`config.mk`:
```
export PLATFORM = sky130hd
export DESIGN_NAME = rpe_array_sched
export DESIGN_NICKNAME = d
export VERILOG_FILES = /design/src/rtl/rpe_pkg.sv /design/src/rtl/rpe_skew_line.sv /design/src/rtl/rpe_array_sched.sv
export SDC_FILE = /design/constraint.sdc
export NUM_CORES = 1
export LEC_CHECK = 0
export CAP_MARGIN = 0
export CORE_AREA = 2 2 296 298
export CTS_BUF_LIST = sky130_fd_sc_hd__clkbuf_2
export DETAILED_ROUTE_END_ITERATION = 8
export DIE_AREA = 0 0 298 300
export SLEW_MARGIN = 20
export SYNTH_ARGS = -nofsm -noshare
export SYNTH_HDL_FRONTEND = slang
export SYNTH_HIERARCHICAL = 1
export SYNTH_SLANG_ARGS = --single-unit
```
`constraint.sdc`:
```
create_clock -name clk -period 3.7 [get_ports clk]
set_clock_uncertainty 0.2 [all_clocks]
set_input_delay 1.11 -clock clk [delete_from_list [all_inputs] [get_ports clk]]
set_output_delay 1.11 -clock clk [all_outputs]
set_load 0.02 [all_outputs]
```
`src/rtl/rpe_pkg.sv`:
```
// Shared types and sizes for the RPE systolic array scheduler.
package rpe_pkg;

    localparam int RPE_SIZE = 8;
    localparam int RPE_W_W  = 5;
    localparam int RPE_A_W  = 7;

    // Partial sums grow by log2(SIZE) bits over a 16-bit product.
    function automatic int RPE_PSW(input int size);
        return 16 + $clog2(size);
    endfunction

    typedef enum logic [2:0] {
        IDLE,
        LOAD_W,
        STREAM,
        DRAIN,
        DONE
    } sched_state_t;

endpackage

```
`src/rtl/rpe_skew_line.sv`:
```
// Triangular delay line: lane i is delayed i cycles (REV=0) or SIZE-1-i cycles (REV=1).
module rpe_skew_line
    import rpe_pkg::*;
#(
    parameter int DW   = RPE_A_W,
    parameter int SIZE = RPE_SIZE,
    parameter bit REV  = 1'b0
) (
    input  logic               clk,
    input  logic               rst_n,
    input  logic [SIZE*DW-1:0] data_i,
    output logic [SIZE*DW-1:0] data_o
);

    for (genvar i = 0; i < SIZE; i++) begin : g_lane
        localparam int D = REV ? (SIZE - 1 - i) : i;

        if (D == 0) begin : g_pass
            assign data_o[i*DW +: DW] = data_i[i*DW +: DW];
        end else begin : g_dly
            logic [DW-1:0] stage_q [D];

            always_ff @(posedge clk or negedge rst_n) begin
                if (!rst_n) begin
                    for (int k = 0; k < D; k++) stage_q[k] <= '0;
                end else begin
                    stage_q[0] <= data_i[i*DW +: DW];
                    for (int k = 1; k < D; k++) stage_q[k] <= stage_q[k-1];
                end
            end

            assign data_o[i*DW +: DW] = stage_q[D-1];
        end
    end

endmodule

```
`src/rtl/rpe_array_sched.sv`:
```
// Job sequencer for the SIZE x SIZE RPE array: weight load, skewed activation stream, output deskew.
// Optional build macro RPE_SCHED_PERF_EN adds perf_busy_o / perf_bubble_o cycle counters.
module rpe_array_sched
    import rpe_pkg::*;
#(
    parameter int SIZE   = RPE_SIZE,
    parameter int PSW    = RPE_PSW(SIZE),
    parameter int NVEC_W = 16
) (
    input  logic                  clk,
    input  logic                  rst_n,
    input  logic                  start_i,
    input  logic [NVEC_W-1:0]     cfg_nvec_i,
    output logic                  busy_o,
    output logic                  done_o,
    input  logic                  w_valid_i,
    input  logic [SIZE*RPE_W_W-1:0] w_data_i,
    output logic                  w_ready_o,
    input  logic                  a_valid_i,
    input  logic [SIZE*RPE_A_W-1:0] a_data_i,
    output logic                  a_ready_o,
    output logic                  arr_w_valid_o,
    output logic [SIZE*RPE_W_W-1:0] arr_w_data_o,
    output logic [SIZE*RPE_A_W-1:0] arr_act_o,
    input  logic [SIZE*PSW-1:0]   arr_psum_i,
    output logic                  res_valid_o,
    output logic [SIZE*PSW-1:0]   res_data_o
`ifdef RPE_SCHED_PERF_EN
    ,
    output logic [31:0]           perf_busy_o,
    output logic [31:0]           perf_bubble_o
`endif
);

    localparam int LAT = 2 * SIZE;

    sched_state_t          state_q, state_d;
    logic [NVEC_W-1:0]     nvec_q, nvec_d;
    logic [NVEC_W-1:0]     cnt_q, cnt_d;
    logic [LAT-1:0]        vld_q;
    logic [SIZE*RPE_A_W-1:0] act_q;
    logic [SIZE*PSW-1:0]   res_q;
    logic [SIZE*PSW-1:0]   psum_aligned;
    logic                  w_ready, a_ready, w_hs, a_hs, done;

    always_comb begin
        state_d = state_q;
        nvec_d  = nvec_q;
        cnt_d   = cnt_q;
        w_ready = 1'b0;
        a_ready = 1'b0;
        w_hs    = 1'b0;
        a_hs    = 1'b0;
        done    = 1'b0;
        case (state_q)
            IDLE: begin
                if (start_i) begin
                    nvec_d  = cfg_nvec_i;
                    cnt_d   = '0;
                    state_d = LOAD_W;
                end
            end
            LOAD_W: begin
                w_ready = 1'b1;
                w_hs    = w_valid_i;
                if (w_hs) begin
                    cnt_d = cnt_q + 1'b1;
                    if (cnt_q == NVEC_W'(SIZE - 1)) begin
                        cnt_d   = '0;
                        state_d = (nvec_q == '0) ? DONE : STREAM;
                    end
                end
            end
            STREAM: begin
                a_ready = 1'b1;
                a_hs    = a_valid_i;
                if (a_hs) begin
                    cnt_d = cnt_q + 1'b1;
                    if (cnt_d == nvec_q) state_d = DRAIN;
                end
            end
            // Leave once only the output stage may still hold a token.
            DRAIN: begin
                if (vld_q[LAT-2:0] == '0) state_d = DONE;
            end
            DONE: begin
                done    = 1'b1;
                state_d = IDLE;
            end
            default: state_d = IDLE;
        endcase
    end

    always_ff @(posedge clk or negedge rst_n) begin
        if (!rst_n) begin
            state_q <= IDLE;
            nvec_q  <= '0;
            cnt_q   <= '0;
            vld_q   <= '0;
            act_q   <= '0;
            res_q   <= '0;
        end else begin
            state_q <= state_d;
            nvec_q  <= nvec_d;
            cnt_q   <= cnt_d;
            vld_q   <= {vld_q[LAT-2:0], a_hs};
            act_q   <= a_hs ? a_data_i : '0;
            if (vld_q[LAT-2]) res_q <= psum_aligned;
        end
    end

    rpe_skew_line #(.DW(RPE_A_W), .SIZE(SIZE), .REV(1'b0)) u_in_skew (
        .clk    (clk),
        .rst_n  (rst_n),
        .data_i (act_q),
        .data_o (arr_act_o)
    );

    rpe_skew_line #(.DW(PSW), .SIZE(SIZE), .REV(1'b1)) u_out_deskew (
        .clk    (clk),
        .rst_n  (rst_n),
        .data_i (arr_psum_i),
        .data_o (psum_aligned)
    );

    // busy covers the start cycle itself, so it is gated to stay low while in reset.
    assign busy_o        = rst_n & ((state_q != IDLE) | start_i);
    assign done_o        = done;
    assign w_ready_o     = w_ready;
    assign a_ready_o     = a_ready;
    assign arr_w_valid_o = w_hs;
    assign arr_w_data_o  = w_ready ? w_data_i : '0;
    assign res_valid_o   = vld_q[LAT-1];
    assign res_data_o    = res_q;

`ifdef RPE_SCHED_PERF_EN
    logic [31:0] perf_busy_q, perf_bubble_q;

    always_ff @(posedge clk or negedge rst_n) begin
        if (!rst_n) begin
            perf_busy_q   <= '0;
            perf_bubble_q <= '0;
        end else if (state_q == IDLE && start_i) begin
            perf_busy_q   <= 32'd1;
            perf_bubble_q <= '0;
        end else begin
            if (state_q != IDLE && perf_busy_q != '1) perf_busy_q <= perf_busy_q + 32'd1;
            if (state_q == STREAM && !a_hs && perf_bubble_q != '1)
                perf_bubble_q <= perf_bubble_q + 32'd1;
        end
    end

    assign perf_busy_o   = perf_busy_q;
    assign perf_bubble_o = perf_bubble_q;
`endif

endmodule

```
==> results by group, run 1 <==
Critical path
  • Worst setup EP type: primary output
  • WP depth: 6
  • Crit-path cells: nand2b_4, nor2_4, buf_8, clkbuf_16, and2_4, buf_6
  • Critical Path Max Stage Delay: ~0.43 ns
  • Flop2flop setup slack: between 0.8 and 0.9 ns
  • Register-to-Register Path Depth: 7
  • Crit path max fanout: 5
  • Startpoint Class: flip-flop
  • CP bufs+invs: 3
  • Worst r2r dst: cnt_q[8]
  • Crit path arrival time: around 2.7 ns
  • CP delay by family, top: buffers and inverters
  • Crit-path slowest cell: dfrtp_2
  • Crit path kind: flip-flop to primary output
  • Critical Path RT: roughly 2.4 ns
  • R2R Path Start: cnt_q[0]

Pwr
  • Net switching power: between 8 and 9 mW
  • Combinational share of power: 0.251
  • Cell Pwr Density: just under 700 nW/µm²
  • VDD IR max: around 0.00042 V
  • Sw Ratio: 0.317
  • Internal power: 18.5 mW
  • Seq pwr share: 0.496
  • Leak: 18.5 nW
  • Clock power frac: 0.253

Logic synthesis
  • Synth Area in Simple Gates: 0.0395
  • FFs w/ async S/R, synth: 1.00
  • EDFF count, synth: 0
  • Mapped Cells: 1,661
  • Synth Area in Compound Gates: 0.0126
  • Yosys warning total: 6
  • Synth Area in Adders: 0.000835
  • Post-synth cell types: 55
  • Synth Register Bits: 987
  • Synth Area in XOR/XNOR: 0.00526
  • Mux contribution to synthesized area: 0.0641
  • Synth Flop Type: dfrtp_1
  • Largest family of logic cells by synthesized area: multiplexers
  • Syn Nets: 1,932
  • Post-synthesis sequential area ratio: 0.824
  • Syn_area_per_cell: about 18 µm²
  • Post-synthesis cell area: approximately 30,000 µm²

Timing
  • Fin. Hold Viols: 0
  • Part of the cycle the worst path needs: 1.09
  • RSZ-0062 raised after global routing: true
  • Slew HR: 0.372
  • Minimum hold slack: 0.100 ns
  • Final min period: between 4 and 5 ns
  • Worst slew pin tran: ~0.94 ns
  • Slack of the critical path: -0.349 ns
  • Max Transition Viols Final: 0
  • Number of setup violations in the final report: 45
  • Achievable Freq: about 0.25 GHz

Routing
  • DR DRC count: 0
  • Via density: a little over 4
  • Routed WL per cell: ~15 µm
  • Antenna Nets Post-Route: 0
  • DRT iter0 DRCs: roughly 600
  • Drt total wl: just under 60,000 µm
  • DR vias: around 16,000
  • Pre-antenna DRT Iters: 5

Clock network
  • CTS buffer count: around 240
  • Clock Pin Slew Worst Setup and Hold Paths: about 0.1 ns
  • Clk_lat worst skew: 1.44 ns
  • Root Buffer: clkbuf_2
  • H-tree Lvls: 4
  • Num Clock Sinks: 987
  • CTS tree: done
  • CTS max path bufs: 3

GRT
  • Gr ovfl total: 0
  • Initial antenna violation count: 16
  • Largest net degree at the start of global routing: 200
  • Global-route wire length before repair: approximately 94,000 µm
  • Total GRT Usage: 0.134
  • Via count of the first global-routing pass: about 18,000

Status
  • Failing checks: negative setup slack
  • Outcome: finished with violations

Finish
  • Area delta synth->final: 32.5%
  • Ratio of cells with drive above 1 in the final layout: 0.335
  • Commonest non-fill, non-tap cell in the layout: dfrtp_1
  • Post-Layout Cell Count: between 3,000 and 4,000
  • Multi-input gate area: 3790 µm²
  • Register area: 24,700 µm²
  • Most frequent cells in the layout: 983 x dfrtp_1, 338 x clkbuf_2, 267 x clkdlybuf4s50_1
  • Fillers: 7,597
  • Layout Nets: roughly 2,700

Floorplan
  • Die width: 298 µm
  • Die Ht: about 300 µm
  • Core area: about 86,000 µm²
  • Die ar.: between 80,000 and 90,000 µm²
  • FP Rows: between 100 and 150
  • Initial Util: 0.348
  • Ports: between 500 and 600

Placement
  • DP HPWL: roughly 35,000 µm
  • Placed Cells: about 3,100
  • Port Buf Inserts: ~520
  • Routability congestion estimate: a little over 0.8

Hold path
  • HP Class: flip-flop to flip-flop
  • Hold Crit Start: u_out_deskew/g_lane[0].g_dly.stage_q[46]
  • Hold Path Sink: u_out_deskew/g_lane[0].g_dly.stage_q[27]
  • Hold path cells: 0

Flow run
  • Max-Cap Viols: 0
[worst max-delay path by stage]
stage | start | slack, ns | endpoint
floorplan | state_q[2] | 0.87 | arr_w_data_o[30]
global placement | start_i | 0.002 | busy_o
detailed placement | start_i | -0.002 | busy_o
CTS | state_q[2] | -0.71 | arr_w_data_o[21]
global route | state_q[2] | -0.66 | arr_w_data_o[6]
finish | state_q[2] | -0.35 | arr_w_data_o[25]
[sequential cells by signal (all words and copies together), names as in the netlist]
name / flops
u_out_deskew/data_o: 114
vld_q: 16
u_out_deskew/g_lane.g_dly.stage_q: 418
act_q: 56
u_in_skew/data_o: 42
nvec_q: 16
res_data_o: 152
state_q: 3
u_in_skew/g_lane.g_dly.stage_q: 154
cnt_q: 16
[power by group through the flow]
stage	clock network, mW	logic [mW]	registers (mW)
2_1_floorplan	0	2.64	14.6
3_3_place_gp	0	6.67	13.7
6_report	6.86	6.81	13.5
4_1_cts	7.31	6.74	13.5
3_5_place_dp	0	6.79	13.8
5_1_grt	7.92	7.24	13.7
[cell usage after synthesis, types with 3 or more instances]
| cell type | count | area share |
|---|---|---|
| a31oi_1 | 3 | 0.00063 |
| nor4_1 | 10 | 0.0021 |
| nand3_1 | 4 | 0.00067 |
| clkbuf_1 | 23 | 0.0029 |
| dfrtp_1 | 987 | 0.82 |
| inv_1 | 7 | 0.00088 |
| and3_1 | 4 | 0.00084 |
| o21ai_0 | 24 | 0.0040 |
| nor4b_1 | 4 | 0.0012 |
| buf_2 | 17 | 0.0028 |
| nand4_1 | 6 | 0.0013 |
| nand2_1 | 26 | 0.0033 |
| mux2i_1 | 3 | 0.0010 |
| a21oi_1 | 6 | 0.0010 |
| and2_1 | 99 | 0.021 |
| nor3b_1 | 3 | 0.00075 |
| mux2_2 | 168 | 0.063 |
| xnor2_1 | 10 | 0.0029 |
| nand2b_1 | 4 | 0.00084 |
| nor3_1 | 5 | 0.00084 |
| buf_4 | 185 | 0.046 |
| xor2_1 | 8 | 0.0023 |
| o31ai_1 | 5 | 0.0013 |
| nor2_1 | 7 | 0.00088 |
| or3_1 | 3 | 0.00063 |
[timing repair]
item / CTS / global route
hold buffers: 226 / 0
pin swaps: 5 / 29
endpoints found under the setup margin: 254 / 45
gates resized for setup: 1092 / 17
cloned: 3 / 3
endpoints found under the hold margin: 501 / 0
setup buffers: 17 / 3
[final cells by class]
| class | instances | area share |
|---|---|---|
| timing repair buffer | 789 | 0.191 |
| antenna | 10 | 0.000630 |
| inverter | 7 | 0.000662 |
| clock inverter | 77 | 0.0113 |
| tap | 1155 | 0.0364 |
| multi-input combinational | 440 | 0.0955 |
| clock buffer | 338 | 0.0426 |
| sequential | 987 | 0.622 |
[routing by layer]
metal / global-route usage / wire length [µm]
met1: 0.156 / 23000
met2: 0.213 / 28900
met3: 0.0598 / 5000
met4: 0.0614 / 1560
met5: 0 / 94
[logic make-up after synthesis]
| family | after synthesis |
|---|---|
| buffers and inverters | 234 |
| flip-flops | 987 |
| AO/OA/AOI/OAI | 59 |
| AND/OR/NAND/NOR | 190 |
| adder cells (fa/ha/maj) | 2 |
| multiplexers | 171 |
| XOR/XNOR | 18 |
[per-stage QoR]
step           setup TNS (ns)   util  power [mW]  area [µm²]  setup slack, ns
2_1_floorplan               0      -        17.2       30000            0.871
3_3_place_gp                0  0.409        20.3       35300          0.00194
3_5_place_dp         -0.00229  0.409        20.6       35300         -0.00229
4_1_cts                -29.55  0.458        27.6       39500           -0.707
5_1_grt                -28.27  0.460        28.9       39700           -0.661
6_report               -14.07  0.461        27.1       39700           -0.349
Power figures use the tool's default switching activity.
==> run 2, diff against run 1 <==
==> constraint.sdc (replaced) <==
create_clock -name clk -period 4.05 [get_ports clk]
set_clock_uncertainty 0.2 [all_clocks]
set_input_delay 1.215 -clock clk [delete_from_list [all_inputs] [get_ports clk]]
set_output_delay 1.215 -clock clk [all_outputs]
set_load 0.02 [all_outputs]
==> run 2 against run 1 <==
The run still ends with negative setup slack left; clock power fell by 13%; utilization barely moved; setup slack improved by 0.26 ns; non-clock buffer count fell by 4; register-to-register slack improved by 0.32 ns; combinational power fell by 10%; count of clock-buffer cells in the layout fell by 16; via count barely moved; critical path type unchanged; largest cell class unchanged.
==> results by group, run 2 (synthesized netlist as in run 1, its figures left out) <==
Status
  • Outcome: finished with violations
  • Failing checks: negative setup slack

Critical path
  • Crit path kind: flip-flop to primary output
  • CP delay by family, top: flip-flops
  • Critical Path RT: 2.63 ns (+0.24 ns)
  • Register-to-Register Path Depth: 11 (+4)
  • CP bufs+invs: 3 (unchanged)
  • Startpoint Class: flip-flop
  • Crit-path cells: buf_12, buf_6, nor2_4, and2_4, buf_6
  • Crit-path slowest cell: dfrtp_4
  • Worst setup EP type: primary output
  • Crit path max fanout: 7 (+2)
  • WP depth: 5 (-1)
  • Most frequent CP cell: buf_6
  • Crit path arrival time: 2.73 ns (about the same)
  • Critical Path Max Stage Delay: 0.52 ns (+0.09 ns)

Floorplan
  • Die Ht: 300 µm (unchanged)
  • Core area: 86,200 µm² (unchanged)
  • Die width: 298 µm (unchanged)
  • Die ar.: 89,400 µm² (unchanged)
  • FP Rows: 108 (unchanged)
  • Ports: 523 (unchanged)
  • Initial Util: 0.348 (unchanged)

Finish
  • Ratio of cells with drive above 1 in the final layout: 0.248 (-0.0874)
  • Most frequent cells in the layout: 983 x dfrtp_1, 322 x clkbuf_2, 267 x clkdlybuf4s50_1
  • Most flops, register: u_out_deskew/g_lane.g_dly.stage_q
  • Area delta synth->final: 32.5% (about the same)
  • Layout Nets: 2,733 (-0.15%)
  • Commonest non-fill, non-tap cell in the layout: dfrtp_1
  • Max reg flops: 418 (unchanged)
  • Post-Layout Cell Count: 3,773 (-0.79%)

Timing
  • Max Transition Viols Final: 0 (unchanged)
  • Achievable Freq: 0.241 GHz
  • Slack of the critical path: -0.0935 ns (+0.256 ns)
  • Part of the cycle the worst path needs: 1.02
  • Fin. Hold Viols: 0 (unchanged)
  • Worst slew pin tran: 0.934 ns (-0.00829 ns)
  • Final min period: roughly 4.1 ns
  • Number of setup violations in the final report: 40 (-11%)
  • Slew HR: 0.377 (+0.00553)
  • RSZ-0062 raised after global routing: true

Routing
  • Routed WL per cell: 15.3 µm (-0.62%)
  • Pre-antenna DRT Iters: 5 (unchanged)
  • DRT iter0 DRCs: 585 (-4.7%)
  • Via density: 4.11 (+0.83%)
  • DR vias: 15,516 (+0.032%)
  • DR DRC count: 0 (unchanged)
  • Drt total wl: 57,700 µm (-1.4%)
  • Antenna Nets Post-Route: 0 (unchanged)

GRT
  • Largest net degree at the start of global routing: 173 (-14%)
  • GR peak layer: met2
  • Gr ovfl total: 0 (unchanged)
  • Met1 usage: 0.155 (-0.000728)
  • Initial antenna violation count: 12 (-4)
  • Met3 Use GR: 0.0552 (-0.00462)
  • Via count of the first global-routing pass: 17,546 (-0.72%)
  • Total GRT Usage: 0.133 (-0.00138)
  • GR Layer Usage met2: 0.212 (-0.000941)
  • Global-route wire length before repair: 93,000 µm (-1.2%)

Placement
  • Port Buf Inserts: 522 (unchanged)
  • DP HPWL: 35,400 µm (+0.65%)
  • Placed Cells: 3,124 (-0.064%)
  • Routability congestion estimate: 0.829 (+0.73%)

Pwr
  • Final Power: 24.4 mW (-10%)
  • Cell Pwr Density: 615 nW/µm² (-10%)
  • Leak: 18.7 nW (+0.98%)
  • VDD IR max: 0.000369 V (-13%)

Clock network
  • CTS buffer count: 236 (-2.1%)
  • Clk_lat worst skew: 1.43 ns (about the same)
  • CTS max path bufs: 3 (unchanged)
  • Root Buffer: clkbuf_2
  • Num Clock Sinks: 987 (unchanged)
  • Clock Pin Slew Worst Setup and Hold Paths: 0.11 ns (about the same)
  • H-tree Lvls: 4 (unchanged)
  • CTS tree: done

Hold path
  • Hold path cells: 0 (unchanged)
  • HP Class: flip-flop to flip-flop

Flow run
  • Max-Cap Viols: 0 (unchanged)
## run 2: routing by layer
metal,wire length [µm],vias to the layer above,share of wire
met2,28800,570,0.50
met5,58,-,0.0010
met3,4730,114,0.082
li1,-,7008,-
met1,22700,7814,0.39
met4,1430,10,0.025
## run 2: final timing paths
kind / startpoint / to / slack (ns)
max in group asynchronous: rst_n / u_out_deskew/g_lane[0].g_dly.stage_q[39] / 1.24
min in group asynchronous: rst_n / vld_q[0] / 0.30
worst min register to register: vld_q[7] / vld_q[8] / 0.11
worst max register to register: state_q[2] / cnt_q[8] / 1.14
worst min-delay path: vld_q[7] / vld_q[8] / 0.11
worst max-delay path: state_q[1] / arr_w_data_o[7] / -0.09
## run 2: stage by stage
step                      setup WS, ns  setup TNS [ns]  instance area (µm²)   util  hold WS [ns]
after floorplan                   1.02               0                30000      -         0.131
after global placement           0.120               0                35300  0.409         0.131
after detailed placement         0.101               0                35300  0.409         0.135
after CTS                       -0.423          -15.97                39500  0.458        0.0386
after global routing            -0.416          -16.08                39700  0.460         0.108
final                          -0.0935           -2.60                39700  0.460         0.109
## run 2: where the power goes
part	internal (mW)	switching, mW	leakage [nW]	total (mW)
Sequential	11.5	0.758	12.1	12.3
Combinational	2.87	3.26	5.12	6.13
Clock	2.35	3.62	1.52	5.97
Total	16.7	7.64	18.7	24.4
## run 2: layout make-up
| class | count | area [µm²] |
|---|---|---|
| fill | 7646 | 46500 |
| clock buffer | 322 | 1610 |
| tap | 1155 | 1450 |
| clock inverter | 66 | 369 |
| sequential | 987 | 24700 |
| timing repair buffer | 785 | 7700 |
| multi-input combinational | 445 | 3820 |
| inverter | 7 | 26.3 |
| antenna | 6 | 15.0 |
## run 2: repair_timing
action                     CTS  global route
hold buffers               226             0
gates cloned                 5             0
gates resized for setup    484            40
setup endpoints to repair  254            45
hold endpoints to repair   488             0
setup buffers               20             4
pin swaps                   10            12
==> run 3, diff against run 2 <==
--- a/config.mk
+++ b/config.mk
@@ -10,7 +10,7 @@
 export CTS_BUF_LIST = sky130_fd_sc_hd__clkbuf_2
 export DETAILED_ROUTE_END_ITERATION = 8
 export DIE_AREA = 0 0 298 300
-export SLEW_MARGIN = 20
+export SLEW_MARGIN = 0
 export SYNTH_ARGS = -nofsm -noshare
 export SYNTH_HDL_FRONTEND = slang
 export SYNTH_HIERARCHICAL = 1
==> constraint.sdc (replaced) <==
create_clock -name clk -period 4.75 [get_ports clk]
set_clock_uncertainty 0.2 [all_clocks]
set_input_delay 1.425 -clock clk [delete_from_list [all_inputs] [get_ports clk]]
set_output_delay 1.425 -clock clk [all_outputs]
set_load 0.02 [all_outputs]
==> run 3 against run 2 <==
Register-to-register slack better by 0.83 ns; highest routed layer unchanged; critical endpoint is now busy_o; hold slack worse by 0.023 ns; critical path depth down 2; largest power group unchanged; count of clock-buffer cells in the layout up 17; die area unchanged; global-route usage down 0.36 points; the flow now finishes without violations; sequential share of layout area up 1.2 points; total power down 12%; via count down 2.4%.
==> results by group, run 3 (synthesized netlist as in run 1, its figures left out) <==
Status
  • Outcome: complete, no violations

Critical path
  • Crit path kind: flip-flop to primary output
  • Critical Path RT: 3.12 ns (+0.49 ns)
  • Crit-path cells: buf_4, o41a_1, dlygate4sd2_1
  • Crit path max fanout: 6 (-1)
  • R2R Path Start: cnt_q[0]
  • Crit path arrival time: 2.79 ns (+0.06 ns)
  • Startpoint Class: flip-flop
  • Register-to-Register Path Depth: 7 (-4)
  • Crit-path slowest cell: dfrtp_2
  • Crit path from: state_q[0]
  • Critical Path Max Stage Delay: 0.46 ns (-0.06 ns)
  • Worst setup EP type: primary output

Timing
  • Fin. Hold Viols: 0 (unchanged)
  • Minimum hold slack: 0.0854 ns (-0.0234 ns)
  • Final min period: ~4.4 ns
  • Achievable Freq: 0.227 GHz
  • Slew HR: 0.127 (-0.250)
  • Number of setup violations in the final report: 0 (-100%)
  • Worst slew pin tran: 1.31 ns (+0.374 ns)
  • Part of the cycle the worst path needs: 0.929
  • Setup Total Neg Slack: 0 ns (+2.60 ns)
  • Max Transition Viols Final: 0 (unchanged)

Routing
  • DRT iter0 DRCs: 567 (-3.1%)
  • Routed WL per cell: 15.0 µm (-1.9%)
  • Antenna Nets Post-Route: 0 (unchanged)
  • Drt total wl: 55,700 µm (-3.4%)
  • Pre-antenna DRT Iters: 4 (-1)
  • DR vias: 15,143 (-2.4%)
  • DR DRC count: 0 (unchanged)
  • Via density: 4.08 (-0.88%)

Pwr
  • Internal power: 14.9 mW (-11%)
  • Cell Pwr Density: 552 nW/µm² (-10%)
  • Combinational share of power: 0.255 (+0.004)
  • Net switching power: 6.56 mW (-14%)
  • Leak: 17.9 nW (-4.3%)
  • Clock power frac: 0.256 (+0.011)
  • VDD IR max: 0.000328 V (-11%)
  • Sw Ratio: 0.305 (-0.00801)
  • Seq pwr share: 0.489 (-0.015)

Clock network
  • Root Buffer: clkbuf_2
  • Clock Pin Slew Worst Setup and Hold Paths: 0.11 ns (about the same)
  • Clk_lat worst skew: 1.45 ns (+0.02 ns)
  • Num Clock Sinks: 987 (unchanged)
  • H-tree Lvls: 4 (unchanged)
  • CTS max path bufs: 3 (unchanged)
  • CTS buffer count: 240 (+1.7%)
  • CTS tree: done

Finish
  • Ratio of cells with drive above 1 in the final layout: 0.247 (-0.00131)
  • Register area: 24,700 µm² (unchanged)
  • Most flops, register: u_out_deskew/g_lane.g_dly.stage_q
  • Multi-input gate area: 3730 µm² (-2.3%)
  • Fillers: 7,730 (+1.1%)
  • Most frequent cells in the layout: 983 x dfrtp_1, 476 x clkdlybuf4s50_1, 339 x clkbuf_2
  • Commonest non-fill, non-tap cell in the layout: dfrtp_1
  • Fin util: 0.452 (-0.00861)
  • Area delta synth->final: 30.0%
  • Max reg flops: 418 (unchanged)
  • Layout Nets: 2,640 (-3.4%)

GRT
  • Largest net degree at the start of global routing: 214 (+24%)
  • Gr ovfl total: 0 (unchanged)
  • Global-route wire length before repair: 90,100 µm (-3.1%)
  • Total GRT Usage: 0.129 (-0.00362)
  • Initial antenna violation count: 13 (+1)
  • Via count of the first global-routing pass: 16,941 (-3.4%)

Placement
  • DP HPWL: 34,500 µm (-2.4%)
  • Routability congestion estimate: 0.845 (+2.0%)
  • Port Buf Inserts: 522 (unchanged)

Hold path
  • Hold Crit Start: act_q[15]
  • HP Class: flip-flop to flip-flop
  • Hold path cells: 0 (unchanged)

Floorplan
  • Die Ht: 300 µm (unchanged)
  • Initial Util: 0.348 (unchanged)
  • Die ar.: 89,400 µm² (unchanged)
  • Core area: 86,200 µm² (unchanged)
  • Ports: 523 (unchanged)
  • FP Rows: 108 (unchanged)
  • Die width: 298 µm (unchanged)

Flow run
  • Max-Cap Viols: 0 (unchanged)
[run 3: cell count changes in the layout (fill, tap and decap cells not counted), sizes merged, moves of 3 or more]
cell           previous run  this run
clkbuf                  322       339
clkdlybuf4s50           267       476
buf                      82        73
diode                     6         3
bufinv                    3         6
dlygate4sd3             226       136
clkinv                   54        74
dlygate4sd2             209         3
[run 3: final timing paths]
| kind | end | slack [ns] |
|---|---|---|
| min in group asynchronous | u_in_skew/g_lane[2].g_dly.stage_q[8] | 0.44 |
| hold / removal | u_in_skew/g_lane[2].g_dly.stage_q[8] | 0.09 |
| hold reg to reg | u_in_skew/g_lane[2].g_dly.stage_q[8] | 0.09 |
| max in group asynchronous | res_data_o[106] | 2.22 |
| setup reg to reg | cnt_q[8] | 1.97 |
| setup / recovery | busy_o | 0.34 |
[run 3: per-stage QoR]
step | setup slack (ns) | cell area [µm²] | cells | power (mW)
after floorplan | 1.30 | 30000 | 1661 | 13.4
after global placement | 0.403 | 35200 | 3120 | 15.8
after detailed placement | 0.417 | 35200 | 3120 | 16.0
after CTS | -0.0471 | 38900 | 3709 | 22.0
after global routing | -0.00227 | 38900 | 3714 | 22.9
final | 0.338 | 38900 | 3715 | 21.5
[run 3: final cells by class]
type	instances	share of cell area
Sequential cell	987	0.634
Clock inverter	91	0.0147
Timing Repair Buffer	689	0.174
Antenna cell	3	0.000193
Multi-Input combinational cell	444	0.0958
Clock buffer	339	0.0436
Inverter	7	0.000675
Tap cell	1155	0.0371
[run 3: critical path: cells and delay by family, from the launching register on]
family,cells,cell delay [ns]
buf+inv,2,0.50
flops,1,0.46
compound gates,1,0.39
[run 3: per-layer routing]
layer,global-route usage,up-vias,wire length (µm)
li1,-,6819,-
met1,0.149,7600,22000
met2,0.201,559,27200
met3,0.0595,143,4730
met4,0.0666,22,1700
met5,0,-,144
[run 3: timing repair]
action                                  4_1_cts  5_1_grt
gates cloned                                  4        0
pin swaps                                     6        2
endpoints found under the hold margin       408        0
endpoints found under the setup margin       45        8
hold buffers                                136        0
gates resized for setup                     199        4
setup buffers                                19        3
[run 3: power groups by stage]
stage / sequential (mW) / clock [mW] / combinational (mW)
finish: 10.5 / 5.51 / 5.47
global route: 10.7 / 6.38 / 5.81
CTS: 10.5 / 5.89 / 5.53
detailed placement: 10.7 / 0 / 5.27
global placement: 10.6 / 0 / 5.17
floorplan: 11.4 / 0 / 2.05
